==> config.mk <==
export PLATFORM = sky130hd
export DESIGN_NAME = mem_arbiter_flat
export DESIGN_NICKNAME = d
export VERILOG_FILES = /design/src/rtl/mem_arbiter_pkg.sv /design/src/rtl/mem_arbiter_if.sv /design/src/rtl/mem_arbiter_starve_ctr.sv /design/src/rtl/mem_arbiter.sv /design/src/flat_wrapper.sv
export SDC_FILE = /design/constraint.sdc
export NUM_CORES = 1
export LEC_CHECK = 0
export BUFFER_PORTS_ARGS = -buffer_cell sky130_fd_sc_hd__buf_2
export CORE_ASPECT_RATIO = 1.5
export CORE_UTILIZATION = 47
export CTS_BUF_LIST = sky130_fd_sc_hd__clkbuf_4 sky130_fd_sc_hd__clkbuf_8
export DETAILED_ROUTE_END_ITERATION = 16
export PLACE_DENSITY = 0.8
export SETUP_SLACK_MARGIN = 0.4
export SLEW_MARGIN = 0
export SYNTH_ARGS = -nofsm -noshare
export SYNTH_HDL_FRONTEND = slang
export SYNTH_SLANG_ARGS = --single-unit
==> constraint.sdc <==
create_clock -name clk -period 2 [get_ports clk]
set_clock_uncertainty 0.15 [all_clocks]
set_input_delay 0.1 -clock clk [delete_from_list [all_inputs] [get_ports clk]]
set_output_delay 0.1 -clock clk [all_outputs]
set_load 0.02 [all_outputs]
==> src/rtl/mem_arbiter_pkg.sv <==
// Shared types and defaults for the two-port memory arbiter.
// Optional starvation guard is enabled with the macro MEM_ARB_STARVE_GUARD_EN.
package mem_arb_pkg;

    localparam int ARB_ADDR_W = 32;
    localparam int ARB_DATA_W = 32;

    typedef enum logic [1:0] {
        ST_IDLE   = 2'd0,
        ST_BUSY_I = 2'd1,
        ST_BUSY_D = 2'd2,
        ST_DONE   = 2'd3
    } arb_state_t;

    // Number of byte lanes for a given data width.
    function automatic int be_width(input int data_w);
        return data_w / 8;
    endfunction

endpackage

==> src/rtl/mem_arbiter_if.sv <==
// Bundle of fetch port, load/store port and memory command signals.
// The arbiter sits on the slave modport; requesters and memory use master.
import mem_arb_pkg::*;

interface mem_arbiter_if #(
    parameter int ADDR_W = ARB_ADDR_W,
    parameter int DATA_W = ARB_DATA_W
);
    localparam int BE_W = be_width(DATA_W);

    logic              i_req;
    logic [ADDR_W-1:0] i_addr;
    logic              i_ack;
    logic [DATA_W-1:0] i_rdata;
    logic              i_stall;

    logic              d_req;
    logic              d_we;
    logic [ADDR_W-1:0] d_addr;
    logic [DATA_W-1:0] d_wdata;
    logic [BE_W-1:0]   d_be;
    logic              d_ack;
    logic [DATA_W-1:0] d_rdata;
    logic              d_stall;

    logic              mem_req;
    logic              mem_we;
    logic [ADDR_W-1:0] mem_addr;
    logic [DATA_W-1:0] mem_wdata;
    logic [BE_W-1:0]   mem_be;
    logic [DATA_W-1:0] mem_rdata;
    logic              mem_ready;

    modport slave (
        input  i_req, i_addr,
        input  d_req, d_we, d_addr, d_wdata, d_be,
        input  mem_rdata, mem_ready,
        output i_ack, i_rdata, i_stall,
        output d_ack, d_rdata, d_stall,
        output mem_req, mem_we, mem_addr, mem_wdata, mem_be
    );

    modport master (
        output i_req, i_addr,
        output d_req, d_we, d_addr, d_wdata, d_be,
        output mem_rdata, mem_ready,
        input  i_ack, i_rdata, i_stall,
        input  d_ack, d_rdata, d_stall,
        input  mem_req, mem_we, mem_addr, mem_wdata, mem_be
    );

endinterface

==> src/rtl/mem_arbiter_starve_ctr.sv <==
// Starvation counter for the fetch port. The module only exists when
// MEM_ARB_STARVE_GUARD_EN is defined, matching its conditional instantiation.
`ifdef MEM_ARB_STARVE_GUARD_EN
module mem_arb_starve_ctr #(
    parameter int STARVE_LIMIT = 4
) (
    input  logic clk,
    input  logic rst,
    input  logic i_req,
    input  logic grant_i,
    input  logic grant_d,
    output logic force_i
);
    localparam int CNT_W = $clog2(STARVE_LIMIT + 1);

    logic [CNT_W-1:0] cnt;

    // Count D grants that happen while fetch is waiting; saturate at the limit.
    always_ff @(posedge clk or negedge rst) begin
        if (!rst) begin
            cnt <= '0;
        end else if (grant_i || !i_req) begin
            cnt <= '0;
        end else if (grant_d && (cnt != CNT_W'(STARVE_LIMIT))) begin
            cnt <= cnt + CNT_W'(1);
        end
    end

    // Qualified with i_req so a dropped fetch never blocks a D grant.
    always_comb begin
        force_i = i_req && (cnt >= CNT_W'(STARVE_LIMIT));
    end

endmodule
`endif

==> src/rtl/mem_arbiter.sv <==
// Two-port (fetch / load-store) arbiter in front of a single-port memory.
// D has fixed priority over I; with MEM_ARB_STARVE_GUARD_EN defined, I is
// forced through after STARVE_LIMIT consecutive D grants while it waits.
//
// state     | meaning
// ----------+--------------------------------------------------------
// ST_IDLE   | no transaction; arbitrate between d_req and i_req
// ST_BUSY_I | fetch command on memory bus, waiting for mem_ready
// ST_BUSY_D | load/store command on memory bus, waiting for mem_ready
// ST_DONE   | one-cycle ack to the served port; no arbitration
import mem_arb_pkg::*;

module mem_arbiter #(
    parameter int ADDR_W       = ARB_ADDR_W,
    parameter int DATA_W       = ARB_DATA_W,
    parameter int STARVE_LIMIT = 4
) (
    input logic           clk,
    input logic           rst,
    mem_arbiter_if.slave  bus
);
    localparam int BE_W = be_width(DATA_W);

    arb_state_t state;
    arb_state_t state_nxt;

    logic grant_i;
    logic grant_d;
    logic mem_done;
    logic force_i;

    logic              mem_req_q;
    logic              mem_we_q;
    logic [ADDR_W-1:0] mem_addr_q;
    logic [DATA_W-1:0] mem_wdata_q;
    logic [BE_W-1:0]   mem_be_q;
    logic              i_ack_q;
    logic              d_ack_q;
    logic [DATA_W-1:0] i_rdata_q;
    logic [DATA_W-1:0] d_rdata_q;

`ifdef MEM_ARB_STARVE_GUARD_EN
    mem_arb_starve_ctr #(
        .STARVE_LIMIT (STARVE_LIMIT)
    ) u_starve_ctr (
        .clk     (clk),
        .rst     (rst),
        .i_req   (bus.i_req),
        .grant_i (grant_i),
        .grant_d (grant_d),
        .force_i (force_i)
    );
`else
    localparam int STARVE_LIMIT_UNUSED = STARVE_LIMIT;
    assign force_i = 1'b0;
`endif

    // State register.
    always_ff @(posedge clk or negedge rst) begin
        if (!rst) begin
            state <= ST_IDLE;
        end else begin
            state <= state_nxt;
        end
    end

    // Next-state decode plus one-cycle grant/completion strobes.
    always_comb begin
        state_nxt = state;
        grant_i   = 1'b0;
        grant_d   = 1'b0;
        mem_done  = 1'b0;
        case (state)
            ST_IDLE: begin
                if (bus.d_req && !force_i) begin
                    grant_d   = 1'b1;
                    state_nxt = ST_BUSY_D;
                end else if (bus.i_req) begin
                    grant_i   = 1'b1;
                    state_nxt = ST_BUSY_I;
                end
            end
            ST_BUSY_I, ST_BUSY_D: begin
                if (bus.mem_ready) begin
                    mem_done  = 1'b1;
                    state_nxt = ST_DONE;
                end
            end
            ST_DONE: begin
                state_nxt = ST_IDLE;
            end
            default: begin
                state_nxt = ST_IDLE;
            end
        endcase
    end

    // Memory command: latched from the winner on the grant edge, held until done.
    always_ff @(posedge clk or negedge rst) begin
        if (!rst) begin
            mem_req_q   <= 1'b0;
            mem_we_q    <= 1'b0;
            mem_addr_q  <= '0;
            mem_wdata_q <= '0;
            mem_be_q    <= '0;
        end else if (grant_d) begin
            mem_req_q   <= 1'b1;
            mem_we_q    <= bus.d_we;
            mem_addr_q  <= bus.d_addr;
            mem_wdata_q <= bus.d_wdata;
            mem_be_q    <= bus.d_be;
        end else if (grant_i) begin
            mem_req_q   <= 1'b1;
            mem_we_q    <= 1'b0;
            mem_addr_q  <= bus.i_addr;
            mem_wdata_q <= '0;
            mem_be_q    <= {BE_W{1'b1}};
        end else if (mem_done) begin
            mem_req_q   <= 1'b0;
        end
    end

    // Completion: capture read data for the served port and raise its ack for DONE.
    always_ff @(posedge clk or negedge rst) begin
        if (!rst) begin
            i_ack_q   <= 1'b0;
            d_ack_q   <= 1'b0;
            i_rdata_q <= '0;
            d_rdata_q <= '0;
        end else begin
            i_ack_q <= mem_done && (state == ST_BUSY_I);
            d_ack_q <= mem_done && (state == ST_BUSY_D);
            if (mem_done && (state == ST_BUSY_I)) begin
                i_rdata_q <= bus.mem_rdata;
            end
            if (mem_done && (state == ST_BUSY_D)) begin
                d_rdata_q <= bus.mem_rdata;
            end
        end
    end

    assign bus.mem_req   = mem_req_q;
    assign bus.mem_we    = mem_we_q;
    assign bus.mem_addr  = mem_addr_q;
    assign bus.mem_wdata = mem_wdata_q;
    assign bus.mem_be    = mem_be_q;
    assign bus.i_ack     = i_ack_q;
    assign bus.d_ack     = d_ack_q;
    assign bus.i_rdata   = i_rdata_q;
    assign bus.d_rdata   = d_rdata_q;
    assign bus.i_stall   = bus.i_req & ~i_ack_q;
    assign bus.d_stall   = bus.d_req & ~d_ack_q;

endmodule

==> src/flat_wrapper.sv <==
// flat-port wrapper written by rule: the top's interface ports become plain ports
module mem_arbiter_flat 
#(
    parameter int ADDR_W       = ARB_ADDR_W,
    parameter int DATA_W       = ARB_DATA_W,
    parameter int STARVE_LIMIT = 4
)
  (clk, rst, bus_i_req, bus_i_addr, bus_d_req, bus_d_we, bus_d_addr, bus_d_wdata, bus_d_be, bus_mem_rdata, bus_mem_ready, bus_i_ack, bus_i_rdata, bus_i_stall, bus_d_ack, bus_d_rdata, bus_d_stall, bus_mem_req, bus_mem_we, bus_mem_addr, bus_mem_wdata, bus_mem_be);
  mem_arbiter_if #(.ADDR_W(ADDR_W), .DATA_W(DATA_W)) bus_i ();
  input logic clk;
  input logic rst;
  input wire logic [$bits(bus_i.i_req)-1:0] bus_i_req;
  input wire logic [$bits(bus_i.i_addr)-1:0] bus_i_addr;
  input wire logic [$bits(bus_i.d_req)-1:0] bus_d_req;
  input wire logic [$bits(bus_i.d_we)-1:0] bus_d_we;
  input wire logic [$bits(bus_i.d_addr)-1:0] bus_d_addr;
  input wire logic [$bits(bus_i.d_wdata)-1:0] bus_d_wdata;
  input wire logic [$bits(bus_i.d_be)-1:0] bus_d_be;
  input wire logic [$bits(bus_i.mem_rdata)-1:0] bus_mem_rdata;
  input wire logic [$bits(bus_i.mem_ready)-1:0] bus_mem_ready;
  output wire logic [$bits(bus_i.i_ack)-1:0] bus_i_ack;
  output wire logic [$bits(bus_i.i_rdata)-1:0] bus_i_rdata;
  output wire logic [$bits(bus_i.i_stall)-1:0] bus_i_stall;
  output wire logic [$bits(bus_i.d_ack)-1:0] bus_d_ack;
  output wire logic [$bits(bus_i.d_rdata)-1:0] bus_d_rdata;
  output wire logic [$bits(bus_i.d_stall)-1:0] bus_d_stall;
  output wire logic [$bits(bus_i.mem_req)-1:0] bus_mem_req;
  output wire logic [$bits(bus_i.mem_we)-1:0] bus_mem_we;
  output wire logic [$bits(bus_i.mem_addr)-1:0] bus_mem_addr;
  output wire logic [$bits(bus_i.mem_wdata)-1:0] bus_mem_wdata;
  output wire logic [$bits(bus_i.mem_be)-1:0] bus_mem_be;
  assign bus_i.i_req = bus_i_req;
  assign bus_i.i_addr = bus_i_addr;
  assign bus_i.d_req = bus_d_req;
  assign bus_i.d_we = bus_d_we;
  assign bus_i.d_addr = bus_d_addr;
  assign bus_i.d_wdata = bus_d_wdata;
  assign bus_i.d_be = bus_d_be;
  assign bus_i.mem_rdata = bus_mem_rdata;
  assign bus_i.mem_ready = bus_mem_ready;
  assign bus_i_ack = bus_i.i_ack;
  assign bus_i_rdata = bus_i.i_rdata;
  assign bus_i_stall = bus_i.i_stall;
  assign bus_d_ack = bus_i.d_ack;
  assign bus_d_rdata = bus_i.d_rdata;
  assign bus_d_stall = bus_i.d_stall;
  assign bus_mem_req = bus_i.mem_req;
  assign bus_mem_we = bus_i.mem_we;
  assign bus_mem_addr = bus_i.mem_addr;
  assign bus_mem_wdata = bus_i.mem_wdata;
  assign bus_mem_be = bus_i.mem_be;
  mem_arbiter #(.ADDR_W(ADDR_W), .DATA_W(DATA_W), .STARVE_LIMIT(STARVE_LIMIT)) u_core (.clk(clk), .rst(rst), .bus(bus_i));
endmodule
* Word-level counts from Yosys, hierarchy flattened
Index checks and enable logic that the tools add are counted.
** Cells by class
- Bitwise gates (word level) :: 4
- Reduce and logical (&&, ||, !) cells :: 7
- Equal/unequal tests :: 5
- Multiplexer cells :: 22
** Operators with widths (number)
- $mux 32 :: 4
- $mux 1 :: 12
- $mux 4 :: 2
- $mux 2 :: 3
- $pmux 2 s3 :: 1
- $eq 2x2->1 const B :: 2
- $ne 3x3->1 const B :: 1
- $reduce_bool 3->1 :: 1
- $and 1x1->1 :: 2
- $eq 2x1->1 const B :: 1
- $logic_and 1x1->1 :: 2
- $logic_not 2->1 :: 1
- $ne 2x2->1 const B :: 1
- $not 1->1 :: 2
- $reduce_and 2->1 :: 1
- $reduce_bool 2->1 :: 1
- $reduce_or 2->1 :: 1
** Storage, ports and cells
- Input port bits :: 138
- Register bits after elaboration :: 138
- Output and inout bits :: 138
- Word-level logic and storage cells :: 48

* Depth between registers and ports, before layout
Gate-level depths: netlist (run 1).
- Word-level depth :: 6
- Depth in mapped cells :: 7

* Least setup slack after synthesis (run 1)
No wires, ideal clock.
- Kind :: register to register
- From :: register u_core.state[0]
- To :: register u_core.i_rdata_q[12], in the netlist u_core.bus.i_rdata[12]
- Cell stages (with the launch flop) :: 6
- Library setup time :: 0.125 ns
- Path buffers :: 1
- Setup slack :: 0.367 ns
- Data arrival time :: 1.358 ns
- Data required time :: 1.725 ns
- Cells stage by stage :: dfrtp_1 inv_1 ha_1 nand3_4 buf_6 mux2_2
** Between the ends
- Cells in the longest elaborated chain, start to end :: 4
- Elaborated cells on any way between the ends :: 5
- Classes of those cells :: eq/ne: 2; mux: 1; reduce/logical: 2
** Ends and longest elaborated chain
- start: declaration :: line mem_arbiter.sv:24 : arb_state_t state;
- start signal: assignment :: line mem_arbiter.sv:63 : state <= state_nxt;
- $eq 2x2->1 or $eq 2x1->1 (tied branches) :: line mem_arbiter.sv:73, mem_arbiter.sv:133
- $reduce_or 2->1 :: line mem_arbiter.sv:73 : case (state)
- $mux 1 :: line mem_arbiter.sv:73
- $logic_and 1x1->1 (*) :: line mem_arbiter.sv:133 : if (mem_done && (state == ST_BUSY_I)) begin
- end signal: assignment :: line mem_arbiter.sv:134 : i_rdata_q <= bus.mem_rdata;
- end: declaration :: line mem_arbiter.sv:39 : logic [DATA_W-1:0] i_rdata_q;
Every way passes the cells marked *; elsewhere a longest branch is shown, timed or not.
A chain may end at the register's enable or synchronous reset.

* Worst setup path after layout (run 1)
- From :: register u_core.state[0]
- To :: register u_core.i_rdata_q[5], in the netlist u_core.bus.i_rdata[5]
The elaborated chain is that of the path after synthesis.

==> results of run 1 <==
==> layout make-up <==
class	instances	area [sq um]
Sequential cell	138	3450
Inverter	4	15.0
Tap cell	150	188
Clock inverter	15	164
Timing Repair Buffer	436	3020
Multi-Input combinational cell	189	1940
Fill cell	650	2520
Clock buffer	17	234
==> routing by layer <==
layer | part of all wire, % | wire [um]
met1 | 35 | 6660
met2 | 53 | 10200
met3 | 5.7 | 1100
met4 | 6.5 | 1260
met5 | 0 | 0
==> timing repair <==
action | 4_1_cts | 5_1_grt
buffers inserted | 7 | 4
hold endpoints to repair | 275 | 0
endpoints found under the setup margin | 103 | 74
hold buffers | 136 | 0
gates resized for setup | 11 | 9
pin swaps | 1 | 0
==> cell families (layout without fill, tap and decap cells) <==
kind of cell	count (synthesis)	count (layout)	synth area share, %
simple gates	14	14	1.50
fa+ha+maj	4	4	0.898
buf+inv	33	472	4.38
compound gates	104	104	16.1
flops	138	138	62.0
mux	67	67	15.1
==> cell usage in the layout, fill, tap and decap left out, types with 2 or more instances in the layout <==
cell	Yosys	layout
mux2i_1	3	3
clkbuf_8	0	17
ha_1	4	2
buf_4	5	15
a22o_1	97	96
inv_1	4	2
buf_6	12	5
clkinvlp_4	0	5
bufinv_16	0	2
nor2b_1	5	4
buf_12	0	6
dfrtp_1	138	138
dlygate4sd3_1	0	136
nand2_1	5	5
buf_2	9	274
mux2_4	24	32
mux2_2	40	32
inv_6	0	6
o22a_1	4	4
inv_2	0	2
==> worst max-delay path, stage by stage (launching register included) <==
cell and delay (ns):
dfrtp_1 0.41, inv_2 0.12, ha_4 0.22, nand3_4 0.14
buf_12 0.18, mux2_4 0.31
==> cells in the mapped netlist, drive strengths merged <==
library cell and n:
nand2 6, mux2 64, inv 4, nand3 1, a22o 97, nor2 1, buf 26, nor2b 5
dfrtp 138, ha 4, o22a 4, clkbuf 3, and2 1, a21oi 1, mux2i 3, o21ai 2
==> flip-flops by register name, indices dropped and copies added, names as in the netlist <==
signal	flops
u_core.bus.d_ack	1
u_core.bus.mem_be	4
u_core.bus.i_rdata	32
u_core.bus.d_rdata	32
u_core.bus.mem_we	1
u_core.bus.i_ack	1
u_core.bus.mem_addr	32
u_core.bus.mem_req	1
u_core.state	2
u_core.bus.mem_wdata	32
==> stage by stage <==
stage,hold slack (ns),power (W)
finish,0.0532,0.0144
global route,0.0820,0.0150
CTS,0.0932,0.0141
detailed placement,0.109,0.0114
global placement,0.0922,0.0111
floorplan,-0.346,0.00909
==> worst max path at each step <==
stage	slack (ns)	end	start	cells past startpoint
3_3_place_gp	0.21	u_core.bus.i_rdata[30]	u_core.state[0]	5
2_1_floorplan	0.38	u_core.bus.i_rdata[12]	u_core.state[0]	5
6_report	0.33	u_core.bus.i_rdata[5]	u_core.state[0]	5
3_5_place_dp	0.13	u_core.bus.mem_addr[1]	bus_i_req	4
4_1_cts	0.36	u_core.bus.i_rdata[31]	u_core.state[0]	5
5_1_grt	0.30	u_core.bus.i_rdata[7]	u_core.state[0]	5
==> power groups by stage <==
stage	Combinational, W	Sequential (W)	Clock [W]
floorplan	0.00249	0.00660	0
global placement	0.00622	0.00488	0
detailed placement	0.00640	0.00495	0
CTS	0.00684	0.00492	0.00233
global route	0.00743	0.00515	0.00243
finish	0.00709	0.00503	0.00229
==> out/results.txt, run 1 <==
Busiest layer in global routing - met2
Row count - 48
M1 GR Usage - 33.7%
Share of cells above drive strength 1 - 50.8%
Switch share - 40.9%
Crit Path Class - reg -> reg
CP max FO - 14
CTS sink count - 138
Synth area leader - dfrtp_1
Ys Warns - 0
Reg2reg start - u_core.state[0]
FF-to-FF End - u_core.bus.i_rdata[5]
WHS Path Cells - 4
Vias/cell - 5.41
Max-cap viol count - 0
Dpl ws - 0.134 ns
Distinct cells, synth - 21
DP Area - 7090 sq um
Mean area per synthesized cell - 15.5 sq um
Number of diodes - 0
GRT Overall Usage - 32.0%
Initial Util - 48.3%
Sequential area share after synthesis - 62.0%
Final Max Tran Viols - 0
CTS max path bufs - 2
Reg power frac - 34.9%
Vias in the first global route - 5701
Terminating pin of the worst hold path - u_core.state[1]
Post-DP HPWL - 10.7 mm
Total placed cells including tap cells - 770
Grt met2 use - 56.1%
PnR worst setup slack - 0.333 ns
Drt wl/cell - 20.3 um
Maximum VDD drop - 0.864 mV
Crit path launch type - flop
Finished Layout Cells - 949
Synthesized net count - 502
Pin count of the biggest net entering global routing - 139
Skew-Pair Late Insertion Delay - 0.44 ns
Arrival time worst endpoint - 1.84 ns
Initial DRC Count - 178
RSZ-0062 raised after global routing - true
TritonCTS Buffers - 17
Psw - 0.00589 W
CTS Root Cell - clkbuf_8
WL final - 19.2 mm
Power per cell area - 1600 nW/um^2
Post-route setup TNS - 0 ns
Critical path endpoint category - flop
H-tree depth - 4
Cells after synthesis - 360
RePlAce Congestion - 0.785
R2R depth - 5
Die area - 12300 sq um
I/O pin count - 276
Area grow syn2layout - 61.8%
Static Leak - 4.65 nW
#FFs+latches synth - 138
Required time of the critical path - 2.18 ns
Final Hold Fails - 0
Final setup vio count - 0
Tcrit/Tclk final - 83.3%
Fmax - 600 MHz
CORE AREA - 11500 sq um
Met3 Use GR - 7.35%
Reg-to-reg slack, setup - 0.33 ns
Status - finished, final reports clean
Worst slew pin tran - 1.35 ns
TritonCTS clock tree - yes
Initial antenna violation count - 0
Detail Route Antenna Nets - 0
Remaining Overflow, GRT - 0
Final Cell Area - 9010 sq um
Post-synth top area share - 62.0%
CTS clk-pin slew, worst paths - 0.08 ns
Die width - 90.9 um
Vias after detailed routing - 5136
Final Core Density - 78.2%
Clock power frac - 15.9%
Hold crit path type - in -> reg
DRC viols - 0
Headroom to the max-slew limit - 9.79%
Vert. Die Dim - 135 um
Internal power - 0.00852 W
Min-delay src - bus_i_req
Synthesized cell area - 5570 sq um
DRT Pass-1 Iters - 4
Final nets - 928
Combinational power share - 49.2%
First-pass GRT wire length - 29.9 mm
PortBufs - 275
Ranking of synthesized cells by area - dfrtp_1 (62%), a22o_1 (15%), mux2_2 (8.1%)
Final Critical Period - 1.67 ns
(Power assumes the default switching activity.)
==> run 2: changes to the inputs <==
==> constraint.sdc (replaced) <==
create_clock -name clk -period 1.7 [get_ports clk]
set_clock_uncertainty 0.15 [all_clocks]
set_input_delay 0.085 -clock clk [delete_from_list [all_inputs] [get_ports clk]]
set_output_delay 0.085 -clock clk [all_outputs]
set_load 0.02 [all_outputs]
==> run 2 against run 1 <==
Against the previous run:
- core utilization rose by 5.1 points
- largest power group unchanged
- worst setup slack got worse by 0.31 ns
- cell area rose by 6.5%
- hold slack got worse by 0.039 ns
- register-to-register slack got worse by 0.31 ns
==> out/results.txt, run 2 (synthesized netlist as in run 1, its figures left out) <==
Status - finished, final reports clean
Power Total - 0.0184 W (+27%)
Arrival time worst endpoint - 1.84 ns (about the same)
Required time of the critical path - 1.86 ns (-0.32 ns)
Initial antenna violation count - 4 (+4)
Crit Path Class - reg -> reg
Row count - 48 (unchanged)
Family with the most delay on the worst path - flip-flops
Post-DP HPWL - 10.9 mm (+1.4%)
Die area - 12300 sq um (unchanged)
Vias in the first global route - 5753 (+0.91%)
Headroom to the max-slew limit - 10.7% (+0.94 points)
Most frequent cells in the layout - buf_2 (272), dfrtp_1 (138), dlygate4sd3_1 (136)
CTS sink count - 138 (unchanged)
CTS clk-pin slew, worst paths - 0.08 ns (about the same)
PortBufs - 275 (unchanged)
PnR worst setup slack - 0.0245 ns (-0.309 ns)
Initial DRC Count - 384 (+120%)
Final Hold Fails - 0 (unchanged)
DRT Pass-1 Iters - 7 (+3)
I/O pin count - 276 (unchanged)
TritonCTS clock tree - yes
Skew-Pair Late Insertion Delay - 0.43 ns (about the same)
Drt wl/cell - 22.0 um (+8.7%)
CTS max path bufs - 2 (unchanged)
Area grow syn2layout - 72.3%
RSZ-0062 raised after global routing - true
CP max FO - 6 (-8)
Critical path endpoint category - flop
Crit-path cells - inv_2 -> ha_4 -> nand3_4 -> buf_12 -> mux2_4
Reg2reg start - u_core.state[1]
Die width - 90.9 um (unchanged)
CORE AREA - 11500 sq um (unchanged)
CTS Root Cell - clkbuf_8
Max-cap viol count - 0 (unchanged)
Power per cell area - 1910 nW/um^2 (+20%)
Final Max Tran Viols - 0 (unchanged)
RePlAce Congestion - 0.816 (+3.9%)
GRT Overall Usage - 33.3% (+1.3 points)
Reg-to-reg slack, setup - 0.02 ns (-0.31 ns)
FF-to-FF End - u_core.bus.i_rdata[0]
First-pass GRT wire length - 30.6 mm (+2.5%)
WL final - 21.6 mm (+12%)
TritonCTS Buffers - 17 (unchanged)
Vias after detailed routing - 5456 (+6.2%)
Pin count of the biggest net entering global routing - 55 (-60%)
Final setup vio count - 0 (unchanged)
Crit-path max cell delay - 0.39 ns (-0.02 ns)
Static Leak - 4.94 nW (+6.2%)
Tcrit/Tclk final - 98.6% (+15 points)
Final nets - 956 (+3.0%)
Instance count on the critical path - 5 (unchanged)
DRC viols - 0 (unchanged)
H-tree depth - 4 (unchanged)
Hold crit path type - in -> async
Remaining Overflow, GRT - 0 (unchanged)
Maximum VDD drop - 1.17 mV (+35%)
Buf/Inv on CP - 2 (unchanged)
Most common cell after layout, fill and taps aside - buf_2
R2R depth - 5 (unchanged)
Worst slew pin tran - 1.33 ns (-0.0140 ns)
Share of cells above drive strength 1 - 52.8% (+2.0 points)
Vert. Die Dim - 135 um (unchanged)
Vias/cell - 5.57 (+3.0%)
Initial Util - 48.3% (unchanged)
Crit path launch type - flop
Final Critical Period - 1.68 ns (+0.00890 ns)
Fmax - 597 MHz (-0.53%)
Critical path's slowest cell - dfrtp_1
Detail Route Antenna Nets - 0 (unchanged)
Dpl ws - -0.0581 ns (-0.192 ns)
-- run 2: cell types whose count changed in the layout (fill, tap and decap cells not counted), moves of 3 or more --
cell,previous run,this run
buf_12,6,12
buf_16,0,7
buf_6,5,15
clkbuf_16,0,4
clkinv_4,1,5
clkinvlp_4,5,2
diode_2,0,3
inv_6,6,2
mux2_2,32,35
mux2_4,32,29
-- run 2: timing repair --
action,4_1_cts,5_1_grt
gates cloned,8,6
setup buffers,19,1
pin swaps,25,23
gates resized for setup,30,6
hold buffers,136,0
setup endpoints to repair,140,140
endpoints found under the hold margin,273,0
-- run 2: report_power, final --
part | internal, W | total, W | switching [W]
combinational | 0.00459 | 0.00956 | 0.00497
sequential | 0.00493 | 0.00599 | 0.00106
clock | 0.00148 | 0.00282 | 0.00134
total | 0.0110 | 0.0184 | 0.00737
-- run 2: cell type report --
cell class	instances	area, sq um
Antenna cell	3	7.51
Clock buffer	18	241
Clock inverter	13	171
Fill cell	581	1930
Inverter	4	15.0
Multi-Input combinational cell	190	1960
Sequential cell	138	3450
Tap cell	150	188
Timing Repair Buffer	463	3560
-- run 2: per-stage QoR --
step	instances	utilization, %	TNS (ns)	hold slack (ns)	area [sq um]
CTS	969	81.9	0	0.0176	9440
global route	979	83.2	-0.497	0.0542	9600
floorplan	360	-	0	-0.361	5640
finish	979	83.2	0	0.0144	9600
detailed placement	775	62.5	-1.15	-0.0816	7200
global placement	775	62.5	0	-0.0837	7200
-- run 2: layer usage --
layer / GRT usage [%] / vias up / part of all wire [%] / routed length [um]
met5: 0 / - / 0.060 / 13
met4: 23.0 / 2 / 7.0 / 1520
met3: 7.91 / 119 / 6.7 / 1450
met2: 58.8 / 363 / 53 / 11300
met1: 34.9 / 2711 / 34 / 7250
li1: - / 2261 / - / -
-- run 2: worst max-delay path by stage --
stage	startpoint	to	slack, ns
after detailed placement	bus_d_req	u_core.bus.mem_addr[1]	-0.06
after floorplan	u_core.state[0]	u_core.bus.i_rdata[10]	0.17
final	u_core.state[1]	u_core.bus.i_rdata[0]	0.02
after global placement	bus_i_req	u_core.bus.mem_addr[3]	0.04
after CTS	u_core.state[0]	u_core.bus.i_rdata[0]	0.02
after global routing	u_core.state[0]	u_core.bus.i_rdata[0]	-0.03
